`src/rtl/mod_counter_if.sv`:
```
// Bus bundle for mod_counter: control/config inputs and count/flag outputs.
// The master modport drives the controls; the slave modport is the counter.
interface mod_counter_if #(
  parameter int WIDTH = 8
);
  logic [WIDTH-1:0] D;
  logic [WIDTH-1:0] max;
  logic [WIDTH-1:0] step;
  logic             en;
  logic             up;
  logic             load;
  logic             sat;
  logic             ovf_clr;
  logic [WIDTH-1:0] Q;
  logic             tc;
  logic             is_zero;
  logic             is_max;
  logic             wrapped;
  logic             ovf;

  modport master (
    output D, max, step, en, up, load, sat, ovf_clr,
    input  Q, tc, is_zero, is_max, wrapped, ovf
  );

  modport slave (
    input  D, max, step, en, up, load, sat, ovf_clr,
    output Q, tc, is_zero, is_max, wrapped, ovf
  );
endinterface

```
`src/rtl/mod_counter.sv`:
```
// WIDTH-bit up/down modulus counter with programmable step, load, wrap/saturate.
// Define MOD_COUNTER_STICKY_EN to enable the sticky overflow flag (ovf/ovf_clr).
module mod_counter #(
  parameter int WIDTH = 8
) (
  input  logic         clock,
  input  logic         clr,
  mod_counter_if.slave bus
);

  logic [WIDTH-1:0] q_q, q_d;
  logic             wrapped_q, wrapped_d;

  logic [WIDTH:0]   q_ext;
  logic [WIDTH:0]   max_ext;
  logic [WIDTH:0]   step_ext;
  logic [WIDTH:0]   sum_ext;
  logic [WIDTH:0]   diff_ext;
  logic             up_event;
  logic             down_event;
  logic             event_cond;
  logic             count_event;

  // One extra bit of headroom so Q + step can never silently wrap.
  always_comb begin
    q_ext    = {1'b0, q_q};
    max_ext  = {1'b0, bus.max};
    step_ext = (bus.step == '0) ? {{WIDTH{1'b0}}, 1'b1} : {1'b0, bus.step};
    sum_ext  = q_ext + step_ext;
    diff_ext = q_ext - step_ext;
  end

  always_comb begin
    up_event    = (sum_ext > max_ext) || (q_ext > max_ext);
    down_event  = (q_ext < step_ext);
    event_cond  = bus.up ? up_event : down_event;
    count_event = bus.en && !bus.load && event_cond;
  end

  always_comb begin
    q_d       = q_q;
    wrapped_d = 1'b0;
    if (bus.load) begin
      q_d = (bus.D > bus.max) ? bus.max : bus.D;
    end else if (bus.en) begin
      wrapped_d = event_cond;
      if (bus.up) begin
        if (up_event) q_d = bus.sat ? bus.max : '0;
        else          q_d = sum_ext[WIDTH-1:0];
      end else begin
        if (down_event)            q_d = bus.sat ? '0 : bus.max;
        else if (q_ext > max_ext)  q_d = bus.max;
        else                       q_d = diff_ext[WIDTH-1:0];
      end
    end
  end

  always_ff @(posedge clock) begin
    if (clr) begin
      q_q       <= '0;
      wrapped_q <= 1'b0;
    end else begin
      q_q       <= q_d;
      wrapped_q <= wrapped_d;
    end
  end

`ifdef MOD_COUNTER_STICKY_EN
  logic ovf_q, ovf_d;

  // A new event wins over a simultaneous clear request.
  always_comb begin
    ovf_d = ovf_q;
    if (count_event)      ovf_d = 1'b1;
    else if (bus.ovf_clr) ovf_d = 1'b0;
  end

  always_ff @(posedge clock) begin
    if (clr) ovf_q <= 1'b0;
    else     ovf_q <= ovf_d;
  end

  assign bus.ovf = ovf_q;
`else
  logic unused_ovf_clr;
  assign unused_ovf_clr = bus.ovf_clr;
  assign bus.ovf        = 1'b0;
`endif

  assign bus.Q       = q_q;
  assign bus.wrapped = wrapped_q;
  assign bus.tc      = count_event && !clr;
  assign bus.is_zero = (q_q == '0);
  assign bus.is_max  = (q_q == bus.max);

endmodule

```
`src/flat_wrapper.sv`:
```
// flat-port wrapper written by rule: the top's interface ports become plain ports
module mod_counter_flat 
#(
  parameter int WIDTH = 8
)
  (clock, clr, bus_D, bus_max, bus_step, bus_en, bus_up, bus_load, bus_sat, bus_ovf_clr, bus_Q, bus_tc, bus_is_zero, bus_is_max, bus_wrapped, bus_ovf);
  mod_counter_if #(.WIDTH(WIDTH)) bus_i ();
  input  logic clock;
  input  logic clr;
  input wire logic [$bits(bus_i.D)-1:0] bus_D;
  input wire logic [$bits(bus_i.max)-1:0] bus_max;
  input wire logic [$bits(bus_i.step)-1:0] bus_step;
  input wire logic [$bits(bus_i.en)-1:0] bus_en;
  input wire logic [$bits(bus_i.up)-1:0] bus_up;
  input wire logic [$bits(bus_i.load)-1:0] bus_load;
  input wire logic [$bits(bus_i.sat)-1:0] bus_sat;
  input wire logic [$bits(bus_i.ovf_clr)-1:0] bus_ovf_clr;
  output wire logic [$bits(bus_i.Q)-1:0] bus_Q;
  output wire logic [$bits(bus_i.tc)-1:0] bus_tc;
  output wire logic [$bits(bus_i.is_zero)-1:0] bus_is_zero;
  output wire logic [$bits(bus_i.is_max)-1:0] bus_is_max;
  output wire logic [$bits(bus_i.wrapped)-1:0] bus_wrapped;
  output wire logic [$bits(bus_i.ovf)-1:0] bus_ovf;
  assign bus_i.D = bus_D;
  assign bus_i.max = bus_max;
  assign bus_i.step = bus_step;
  assign bus_i.en = bus_en;
  assign bus_i.up = bus_up;
  assign bus_i.load = bus_load;
  assign bus_i.sat = bus_sat;
  assign bus_i.ovf_clr = bus_ovf_clr;
  assign bus_Q = bus_i.Q;
  assign bus_tc = bus_i.tc;
  assign bus_is_zero = bus_i.is_zero;
  assign bus_is_max = bus_i.is_max;
  assign bus_wrapped = bus_i.wrapped;
  assign bus_ovf = bus_i.ovf;
  mod_counter #(.WIDTH(WIDTH)) u_core (.clock(clock), .clr(clr), .bus(bus_i));
endmodule
```
`config.mk`:
```
export PLATFORM = sky130hd
export DESIGN_NAME = mod_counter_flat
export DESIGN_NICKNAME = d
export VERILOG_FILES = /design/src/rtl/mod_counter_if.sv /design/src/rtl/mod_counter.sv /design/src/flat_wrapper.sv
export SDC_FILE = /design/constraint.sdc
export NUM_CORES = 1
export LEC_CHECK = 0
export BUFFER_PORTS_ARGS = -buffer_cell sky130_fd_sc_hd__buf_2
export CAP_MARGIN = 20
export CORE_MARGIN = 5
export CORE_UTILIZATION = 42
export DETAILED_ROUTE_END_ITERATION = 7
export MAX_ROUTING_LAYER = met4
export PLACE_DENSITY = 0.69
export SETUP_SLACK_MARGIN = 0.02
export SYNTH_ARGS = -nofsm -noshare
export SYNTH_HDL_FRONTEND = slang
export SYNTH_SLANG_ARGS = --single-unit
```
`constraint.sdc`:
```
create_clock -name clock -period 19.2 [get_ports clock]
set_clock_uncertainty 0.15 [all_clocks]
set_input_delay 5.76 -clock clock [delete_from_list [all_inputs] [get_ports clock]]
set_output_delay 5.76 -clock clock [all_outputs]
set_load 0.01 [all_outputs]
```
==> out/metrics.yaml, run 1 <==
postSynthNetCount: 356
timing.fmax_ghz: 0.06295
cts_root_buf: "clkbuf_8"
slowest_delay_ns: 0.45
place_hpwl_um: 5308
crit_arrival_ns: 9.98
sw_frac_of_total_pct: 47.87
syn_area_per_cell_um2: 7.388
synthFlopType: "dfxtp_1"
slew_violations: 0
regArea_um2: 180.2
cp-start-kind: "input pin"
yosys-top-cells-count: "ha_1 (40), a21oi_1 (30), inv_1 (27)"
antenna_found_initial: 0
insertion_delay_ns: 0.23
crit_slowest_cell: "and2_1"
start_util_pct: 43.69
top_layer: "met4"
yosysMostFrequentCell: "ha_1"
multiInputGateArea_mm2: 0.001758
io-pin-count: 44
via_per_inst: 5.974
synth_largest_area_cell: "ha_1"
nets: 392
power.leakage_uw: 0.001147
clockBufferDepth: 2
numCtsBuffers: 3
grtUsageTotal_pct: 20.85
cts_sinks: 9
syn_area_mm2: 0.002091
core_area_mm2: 0.004786
met2RoutedLength_um: 2842
cp_top_family: "compound AO/OA/AOI/OAI gates"
maxCapViolCount: 0
finalSetupViolCount: 0
drtPass1Iterations: 5
die_area_mm2: 0.006489
gp_congestion: 0.9201
syn_inst: 283
synth.area.top_cells: "ha_1 (24%), dfxtp_1 (8.6%), a21oi_1 (7.2%)"
dieHeight_um: 80.56
path_cells: "buf_2 > nor4_1 > a41o_1 > ha_1 > fa_1 > nand2b_1 > a221oi_1 > nor2_1 > o21bai_1 > xnor2_1 > ha_1 > a211o_1 > or4_4 > a211oi_4 > and2_1 > a211oi_1 > buf_2"
wl_um: 6349
pwr-share-clk_pct: 15.0
tightest_slew_ns: 0.9035
drc: 0
rows: 25
ys.warnings.count: 0
die_x_um: 80.56
hold_slack_ns: 0.6029
power.switching_uw: 72.01
ir_drop_v: 0.00003890
route.vias.total: 2300
slew-limit-headroom_pct: 39.63
gr-total-overflow: 0
fillers: 509
ctsHoldBuffers: 0
p_seq_share_pct: 17.4
cts_setup_buffers: 0
syn2layout_area_growth_pct: 13.53
wl_met3_um: 442
synth_cell_types: 57
layout-drive-gt1-share_pct: 17.61
clkSlewWorstSetupHoldPaths_ns: 0.05
ys_ff_latch: 9
hold_path_class: "flop to flop"
cts_resized: 0
internal_power_uw: 78.41
power_density_mw_per_mm2: 63.37
htree_levels: 1
grt_pass1_vias: 2219
required_ns: 13.29
fin_crit_ns: 15.89
drt_iter0_drc: 248
finish.utilization_pct: 49.59
grt_first_pass_wirelength_um: 10410
synth_top_area_share_pct: 23.94
rsz0062_at_grt: "false"
cts_tree: "built"
path_buf_inv: 2
n_antenna_cell: 0
yosysSeqAreaShare_pct: 8.618
detail_route.wl_per_cell_um: 16.49
reg2reg_slack_ns: 14.76
fin_setup_tns_ns: 0
finalCritPeriodShare_pct: 82.74
portBuffers: 41
end_kind: "output pin"
async_flop_share_pct: 0
path_max_fanout: 10
m1WireLength_um: 2852
status: "complete, no violations"
p_comb_share_pct: 67.6
grt_max_degree: 12
synth-edff-count: 0
path_class: "input pin to output pin"
hold_violations: 0
ant_nets: 0
-- kinds of logic (layout without fill, tap and decap cells) --
group,after synthesis,after routing,share of synthesized area [%]
buffers and inverters,37,72,7.301
other,1,1,0.1794
AO/OA/AOI/OAI,91,91,30.28
AND/OR/NAND/NOR,92,92,23.04
multiplexers,1,1,0.5386
adder cells (fa/ha/maj),42,42,25.85
flip-flops,9,9,8.617
XOR/XNOR,10,10,4.189
-- placed cells by master, fill, tap and decap left out, drive strengths merged, types with 3 or more instances in the layout --
cell,instances
and2,3
xnor2,9
inv,27
nor3,7
nand2b,3
a221o,3
or4,4
and3,3
nand4,7
nand2,22
a21oi,31
ha,40
a31oi,4
a21o,3
o21bai,5
clkbuf,4
dfxtp,9
nor2,18
nand3,9
nor2b,6
buf,41
o211ai,5
a211oi,6
a211o,5
o21ai,17
-- worst reg2reg max path, delay by kind of cell (launching register included) --
family,cells,cell delay [ns]
AO/OA/AOI/OAI,6,1.70
XOR/XNOR,1,0.18
adder cells (fa/ha/maj),2,0.67
flip-flops,1,0.46
AND/OR/NAND/NOR,4,1.17
-- per-layer routing --
layer | vias to the layer above | GRT usage [%]
met1 | 1047 | 27.02
met5 | - | -
met4 | 0 | 6.419
li1 | 1115 | -
met2 | 109 | 32.62
met3 | 29 | 4.148
-- per-stage QoR --
| step | worst slack (ns) | area (um^2) | total power [uW] | std cells |
|---|---|---|---|---|
| 2_1_floorplan | 4.275 | 2091 | 102.7 | 283 |
| 3_3_place_gp | 3.384 | 2328 | 124.2 | 381 |
| 3_5_place_dp | 3.383 | 2328 | 126.2 | 381 |
| 4_1_cts | 3.359 | 2374 | 149.3 | 385 |
| 5_1_grt | 2.959 | 2374 | 165.1 | 385 |
| 6_report | 3.314 | 2374 | 150.4 | 385 |
-- path summary, 6_finish.rpt --
path / startpoint / end / cells past startpoint
max reg2reg: u_core.bus.Q[2]$_SDFFE_PP0P_ / u_core.bus.Q[6]$_SDFFE_PP0P_ / 13
min reg2reg: u_core.bus.Q[5]$_SDFFE_PP0P_ / u_core.bus.Q[5]$_SDFFE_PP0P_ / 2
min: u_core.bus.Q[5]$_SDFFE_PP0P_ / u_core.bus.Q[5]$_SDFFE_PP0P_ / 2
max: bus_step[4] / bus_tc / 17
-- cell type report --
type	count	share of cell area, %
multi-input combinational	237	74.06
timing repair buffer	41	8.645
sequential	9	7.591
inverter	27	4.270
tap	67	3.532
clock buffer	4	1.898
-- power by group through the flow --
stage	clock network, uW	logic, uW	registers [uW]
finish	22.6	102	26.2
global route	24.6	114	26.7
CTS	22.7	100	26.2
detailed placement	0	99.6	26.7
global placement	0	97.7	26.5
floorplan	0	76.9	25.8
-- registers in the layout (all words and copies together), names as in the netlist --
register / cells
u_core.bus.wrapped: 1
u_core.bus.Q: 8
Note: power is estimated with default switching activity, not from simulation.
==> run 2: changes to the inputs <==
==> constraint.sdc (replaced) <==
create_clock -name clock -period 15.2 [get_ports clock]
set_clock_uncertainty 0.15 [all_clocks]
set_input_delay 4.56 -clock clock [delete_from_list [all_inputs] [get_ports clock]]
set_output_delay 4.56 -clock clock [all_outputs]
set_load 0.01 [all_outputs]
==> run 2 against run 1 <==
Clock power up 30%; hold slack worse by 0.030 ns; sequential power up 26%; utilization unchanged; global-route usage down 0.82 points; cell count unchanged; non-clock buffer count unchanged; via count down 1.5%; setup slack worse by 1.6 ns; largest power group unchanged; highest routed layer unchanged.
==> out/metrics.yaml, run 2 (synthesis results as in run 1) <==
io-pin-count: 44  # unchanged
pwr-share-clk_pct: 15.4  # was 15.0%
cts_tree: "built"  # unchanged
rsz0062_at_grt: "false"  # unchanged
required_ns: 10.49  # was 13.29 ns
slew-limit-headroom_pct: 40.50  # was 39.63%
gr-total-overflow: 0  # unchanged
cts_root_buf: "clkbuf_8"  # unchanged
slew_violations: 0  # unchanged
multiInputGateArea_mm2: 0.001758  # unchanged
hold_path_class: "flop to flop"  # unchanged
wl_um: 6145  # was 6349 um
timing.fmax_ghz: 0.07421
core_area_mm2: 0.004786  # unchanged
p_seq_share_pct: 17.3  # was 17.4%
grt_first_pass_wirelength_um: 9970  # was 10410 um
grt_util_met1_pct: 27.47  # was 27.02%
detail_route.wl_per_cell_um: 15.96  # was 16.49 um
tightest_slew_ns: 0.8906  # was 0.9035 ns
drt_iter0_drc: 192  # was 248
cp-start-kind: "input pin"  # unchanged
fin_setup_tns_ns: 0  # unchanged
cts_sinks: 9  # unchanged
rr_worst_depth: 13  # unchanged
hold_violations: 0  # unchanged
syn2layout_area_growth_pct: 13.53  # unchanged
ctsHoldBuffers: 0  # unchanged
min_path_cells: 2  # unchanged
ant_nets: 0  # unchanged
ir_drop_v: 0.00004886  # was 0.00003890 V
via_per_inst: 5.883  # was 5.974
path_max_fanout: 10  # unchanged
maxCapViolCount: 0  # unchanged
grtUsageMet3_pct: 3.251  # was 4.148%
p_comb_share_pct: 67.2  # was 67.6%
n_antenna_cell: 0  # unchanged
finalSetupViolCount: 0  # unchanged
drtPass1Iterations: 5  # unchanged
crit_arrival_ns: 8.77  # was 9.98 ns
final_common_cell: "buf_2"  # unchanged
finalCritPeriodShare_pct: 88.66
fin_crit_ns: 13.48
nets: 392  # unchanged
clkSlewWorstSetupHoldPaths_ns: 0.05  # about the same
final_cell_mix: "buf_2 (41), ha_1 (40), a21oi_1 (30)"  # unchanged
die_area_mm2: 0.006489  # unchanged
portBuffers: 41  # unchanged
start_util_pct: 43.69  # unchanged
power.leakage_uw: 0.001147  # unchanged
grt_pass1_vias: 2063  # was 2219
route.vias.total: 2265  # was 2300
clockBufferDepth: 2  # unchanged
dpl_cell_area_mm2: 0.002328  # unchanged
numCtsBuffers: 3  # unchanged
insertion_delay_ns: 0.24  # was 0.23 ns
layout-drive-gt1-share_pct: 17.61  # unchanged
finalInstanceArea_mm2: 0.002374  # unchanged
cts_setup_buffers: 0  # unchanged
path_class: "input pin to output pin"  # unchanged
antenna_found_initial: 0  # unchanged
rows: 25  # unchanged
power_uw: 189.8  # was 150.4 uW
regArea_um2: 180.2  # unchanged
crit_slowest_cell: "and2_1"  # unchanged
slowest_delay_ns: 0.46  # was 0.45 ns
internal_power_uw: 99.14  # was 78.41 uW
grtUsageMet2_pct: 31.21  # was 32.62%
gp_congestion: 0.9117  # was 0.9201
die_x_um: 80.56  # unchanged
path_cells: "buf_2 > nor4_1 > a41o_1 > ha_1 > fa_1 > nand2b_1 > a221oi_1 > nor2_1 > o21bai_1 > xnor2_1 > ha_1 > a211o_1 > or4_4 > a211oi_4 > and2_1 > a211oi_1 > buf_2"  # unchanged
dieHeight_um: 80.56  # unchanged
power.switching_uw: 90.68  # was 72.01 uW
status: "complete, no violations"  # unchanged
place_hpwl_um: 5186  # was 5308 um
grt_max_degree: 12  # unchanged
largest_reg_flops: 8  # unchanged
sw_frac_of_total_pct: 47.77  # was 47.87%
drc: 0  # unchanged
power_density_mw_per_mm2: 79.97  # was 63.37 mW/mm^2
grtUsageTotal_pct: 20.03  # was 20.85%
end_kind: "output pin"  # unchanged
busiest_layer: "met2"  # unchanged
fillers: 506  # was 509
htree_levels: 1  # unchanged
cts_resized: 0  # unchanged
run 2: layout make-up:
| class | count | area share (%) |
|---|---|---|
| clock buffer | 4 | 1.898 |
| inverter | 27 | 4.270 |
| multi-input combinational | 237 | 74.06 |
| sequential | 9 | 7.591 |
| tap | 67 | 3.532 |
| timing repair buffer | 41 | 8.645 |
run 2: power groups by stage:
stage | clock [uW] | sequential (uW) | combinational (uW)
global placement | 0 | 33.5 | 123
detailed placement | 0 | 33.5 | 126
CTS | 29.7 | 33.0 | 126
finish | 29.3 | 32.9 | 128
global route | 32.1 | 33.6 | 143
floorplan | 0 | 32.6 | 97.1
run 2: path summary, 6_finish.rpt:
path / start / endpoint / slack [ns]
max: bus_step[4] / bus_tc / 1.72
min: u_core.bus.Q[5]$_SDFFE_PP0P_ / u_core.bus.Q[5]$_SDFFE_PP0P_ / 0.57
max reg2reg: u_core.bus.Q[2]$_SDFFE_PP0P_ / u_core.bus.Q[6]$_SDFFE_PP0P_ / 10.77
min reg2reg: u_core.bus.Q[5]$_SDFFE_PP0P_ / u_core.bus.Q[5]$_SDFFE_PP0P_ / 0.57
run 2: routing by layer:
| layer | vias up | part of all wire, % | routed length (um) |
|---|---|---|---|
| met3 | 12 | 6.6 | 407 |
| met4 | 0 | 1.4 | 87 |
| met1 | 1037 | 45 | 2768 |
| met2 | 99 | 47 | 2882 |
| met5 | - | 0 | 0 |
| li1 | 1117 | - | - |
run 2: worst max-delay path, delay by kind of cell:
| family | cells | cell delay (ns) |
|---|---|---|
| AO/OA/AOI/OAI | 6 | 1.65 |
| AND/OR/NAND/NOR | 5 | 1.36 |
| buffers and inverters | 2 | 0.27 |
| XOR/XNOR | 1 | 0.18 |
| adder cells (fa/ha/maj) | 3 | 0.73 |
run 2: through the flow:
stage	utilization (%)	hold slack [ns]	worst slack, ns	instances
finish	49.59	0.5730	1.724	385
global placement	48.65	0.5623	1.791	381
floorplan	-	0.4956	2.675	283
CTS	49.59	0.5751	1.741	385
detailed placement	48.65	0.5630	1.761	381
global route	49.59	0.6170	1.382	385
==> run 3: changes to the inputs <==
==> constraint.sdc (replaced) <==
create_clock -name clock -period 15.2 [get_ports clock]
set_clock_uncertainty 0.15 [all_clocks]
set_input_delay 0 -clock clock [delete_from_list [all_inputs] [get_ports clock]]
set_output_delay 0 -clock clock [all_outputs]
set_load 0.01 [all_outputs]
==> run 3 against run 2 <==
Fmax grew to 2.8 times the previous value; sequential share of layout area shrank 0.28 points; sequential cell count is the same; power grew 1.1%; largest power group unchanged.
==> out/metrics.yaml, run 3 (synthesis results as in run 1) <==
nets: 401  # was 392
numCtsBuffers: 3  # unchanged
fillers: 485  # was 506
r2r_start: "u_core.bus.Q[2]$_SDFFE_PP0P_"  # unchanged
tightest_slew_ns: 0.9068  # was 0.8906 ns
die_x_um: 80.56  # unchanged
wl_met3_um: 388  # was 407 um
finalCritPeriodShare_pct: 31.19  # was 88.66%
m1WireLength_um: 2839  # was 2768 um
gr-total-overflow: 0  # unchanged
grt_pass1_vias: 2101  # was 2063
die_area_mm2: 0.006489  # unchanged
hold_path_class: "input pin to flop"  # was flop to flop
io-pin-count: 44  # unchanged
drtPass1Iterations: 4  # was 5
slew-limit-headroom_pct: 39.42  # was 40.50%
route.vias.total: 2272  # was 2265
cts_root_buf: "clkbuf_8"  # unchanged
clockBufferDepth: 2  # unchanged
crit_arrival_ns: 4.72  # was 8.77 ns
timing.fmax_ghz: 0.2109  # was 0.07421 GHz
power_density_mw_per_mm2: 77.88  # was 79.97 mW/mm^2
dieHeight_um: 80.56  # unchanged
path_max_fanout: 10  # unchanged
top_layer: "met4"  # unchanged
detail_route.wl_per_cell_um: 15.86  # was 15.96 um
path_class: "flop to flop"  # was input pin to output pin
drt_iter0_drc: 204  # was 192
insertion_delay_ns: 0.24  # about the same
rows: 25  # unchanged
slew_violations: 0  # unchanged
final_common_cell: "buf_2"  # unchanged
hold_slack_ns: 0.01232  # was 0.5730 ns
power_uw: 191.9  # was 189.8 uW
holdCritStartpoint: "bus_max[2]"  # was u_core.bus.Q[5]$_SDFFE_PP0P_
wl_um: 6250  # was 6145 um
finalSetupViolCount: 0  # unchanged
htree_levels: 1  # unchanged
p_comb_share_pct: 67.4  # was 67.2%
clkSlewWorstSetupHoldPaths_ns: 0.05  # about the same
finalWorstSetupSlack_ns: 10.46  # was 1.724 ns
drc: 0  # unchanged
hold_violations: 0  # unchanged
cts_sinks: 9  # unchanged
min_path_cells: 3  # was 2
start_util_pct: 43.69  # unchanged
status: "complete, no violations"  # unchanged
power.switching_uw: 91.21  # was 90.68 uW
pre_cts_ws_ns: 10.62  # was 1.761 ns
ant_nets: 0  # unchanged
maxCapViolCount: 0  # unchanged
antenna_found_initial: 0  # unchanged
p_seq_share_pct: 17.2  # was 17.3%
internal_power_uw: 100.6  # was 99.14 uW
rsz0062_at_grt: "false"  # unchanged
gp_congestion: 0.9240  # was 0.9117
cp-start-kind: "flop"  # was input pin
rr_worst_depth: 13  # unchanged
end_kind: "flop"  # was output pin
layout-drive-gt1-share_pct: 17.13  # was 17.61%
n_antenna_cell: 0  # unchanged
met2RoutedLength_um: 2928  # was 2882 um
via_per_inst: 5.766  # was 5.883
fin_setup_tns_ns: 0  # unchanged
sw_frac_of_total_pct: 47.54  # was 47.77%
required_ns: 15.18  # was 10.49 ns
multiInputGateArea_mm2: 0.001758  # unchanged
grtUsageTotal_pct: 19.97  # was 20.03%
syn2layout_area_growth_pct: 17.83  # was 13.53%
reg2reg_to: "u_core.bus.wrapped$_SDFF_PP0_"  # was u_core.bus.Q[6]$_SDFFE_PP0P_
portBuffers: 41  # unchanged
core_area_mm2: 0.004786  # unchanged
fin_crit_ns: 4.742  # was 13.48 ns
grt_first_pass_wirelength_um: 9936  # was 9970 um
power.leakage_uw: 0.001187  # was 0.001147 uW
pwr-share-clk_pct: 15.4  # about the same
reg2reg_slack_ns: 10.46  # was 10.77 ns
largest_reg_flops: 8  # unchanged
final_cell_mix: "buf_2 (41), ha_1 (40), a21oi_1 (30)"  # unchanged
cts_tree: "built"  # unchanged
ir_drop_v: 0.00006792  # was 0.00004886 V
cts_setup_buffers: 0  # unchanged
regArea_um2: 180.2  # unchanged
place_hpwl_um: 5203  # was 5186 um
grt_max_degree: 12  # unchanged
finish.utilization_pct: 51.48  # was 49.59%
min_to: "u_core.bus.Q[2]$_SDFFE_PP0P_"  # was u_core.bus.Q[5]$_SDFFE_PP0P_
==> run 3: cell types whose count changed in the layout (fill, tap and decap cells not counted) <==
cell,change
dlygate4sd3_1,+9
==> run 3: final cells by class <==
class / count / share of cell area [%]
Tap cell: 67 / 3.403
Multi-Input combinational cell: 237 / 71.36
Inverter: 27 / 4.114
Timing Repair Buffer: 50 / 11.99
Sequential cell: 9 / 7.313
Clock buffer: 4 / 1.828
==> run 3: layer usage <==
layer / vias up / global-route usage (%)
met4: 0 / 3.716
met3: 12 / 3.363
li1: 1133 / -
met5: - / -
met2: 85 / 32.04
met1: 1042 / 26.57
==> run 3: what timing repair did <==
item / CTS / global route
hold buffers: 9 / 0
resized for setup: 0 / 0
endpoints found under the hold margin: 8 / 0
==> run 3: how the worst max path moves through the flow <==
stage / from / slack (ns) / endpoint
CTS: u_core.bus.Q[2]$_SDFFE_PP0P_ / 10.52 / u_core.bus.wrapped$_SDFF_PP0_
detailed placement: bus_step[4] / 10.62 / u_core.bus.Q[6]$_SDFFE_PP0P_
global route: u_core.bus.Q[2]$_SDFFE_PP0P_ / 10.17 / u_core.bus.wrapped$_SDFF_PP0_
global placement: bus_step[4] / 10.65 / u_core.bus.Q[6]$_SDFFE_PP0P_
finish: u_core.bus.Q[2]$_SDFFE_PP0P_ / 10.46 / u_core.bus.wrapped$_SDFF_PP0_
floorplan: u_core.bus.Q[2]$_SDFFE_PP0P_ / 11.34 / u_core.bus.Q[0]$_SDFFE_PP0P_
==> run 3: per-stage QoR <==
| step | instance area [um^2] | std cells |
|---|---|---|
| floorplan | 2091 | 283 |
| global placement | 2328 | 381 |
| detailed placement | 2328 | 381 |
| CTS | 2464 | 394 |
| global route | 2464 | 394 |
| finish | 2464 | 394 |
==> run 3: critical path, cell delays in order (launching register included) <==
cell and delay [ns]:
dfxtp_1 0.45, ha_1 0.36, nand2b_1 0.21, a221oi_1 0.38, nor2_1 0.07, o21bai_1 0.17
xnor2_1 0.18, ha_1 0.31, a211o_1 0.33, or4_4 0.44, a211oi_4 0.40, and2_1 0.47
a211oi_1 0.14, dlygate4sd3_1 0.57
==> run 3: power by group through the flow <==
| stage | combinational [uW] | clock (uW) | sequential, uW |
|---|---|---|---|
| 6_report | 129 | 29.5 | 33.0 |
| 5_1_grt | 143 | 31.3 | 33.6 |
| 4_1_cts | 128 | 29.8 | 33.0 |
| 3_5_place_dp | 125 | 0 | 33.4 |
| 3_3_place_gp | 123 | 0 | 33.5 |
| 2_1_floorplan | 97.1 | 0 | 32.6 |
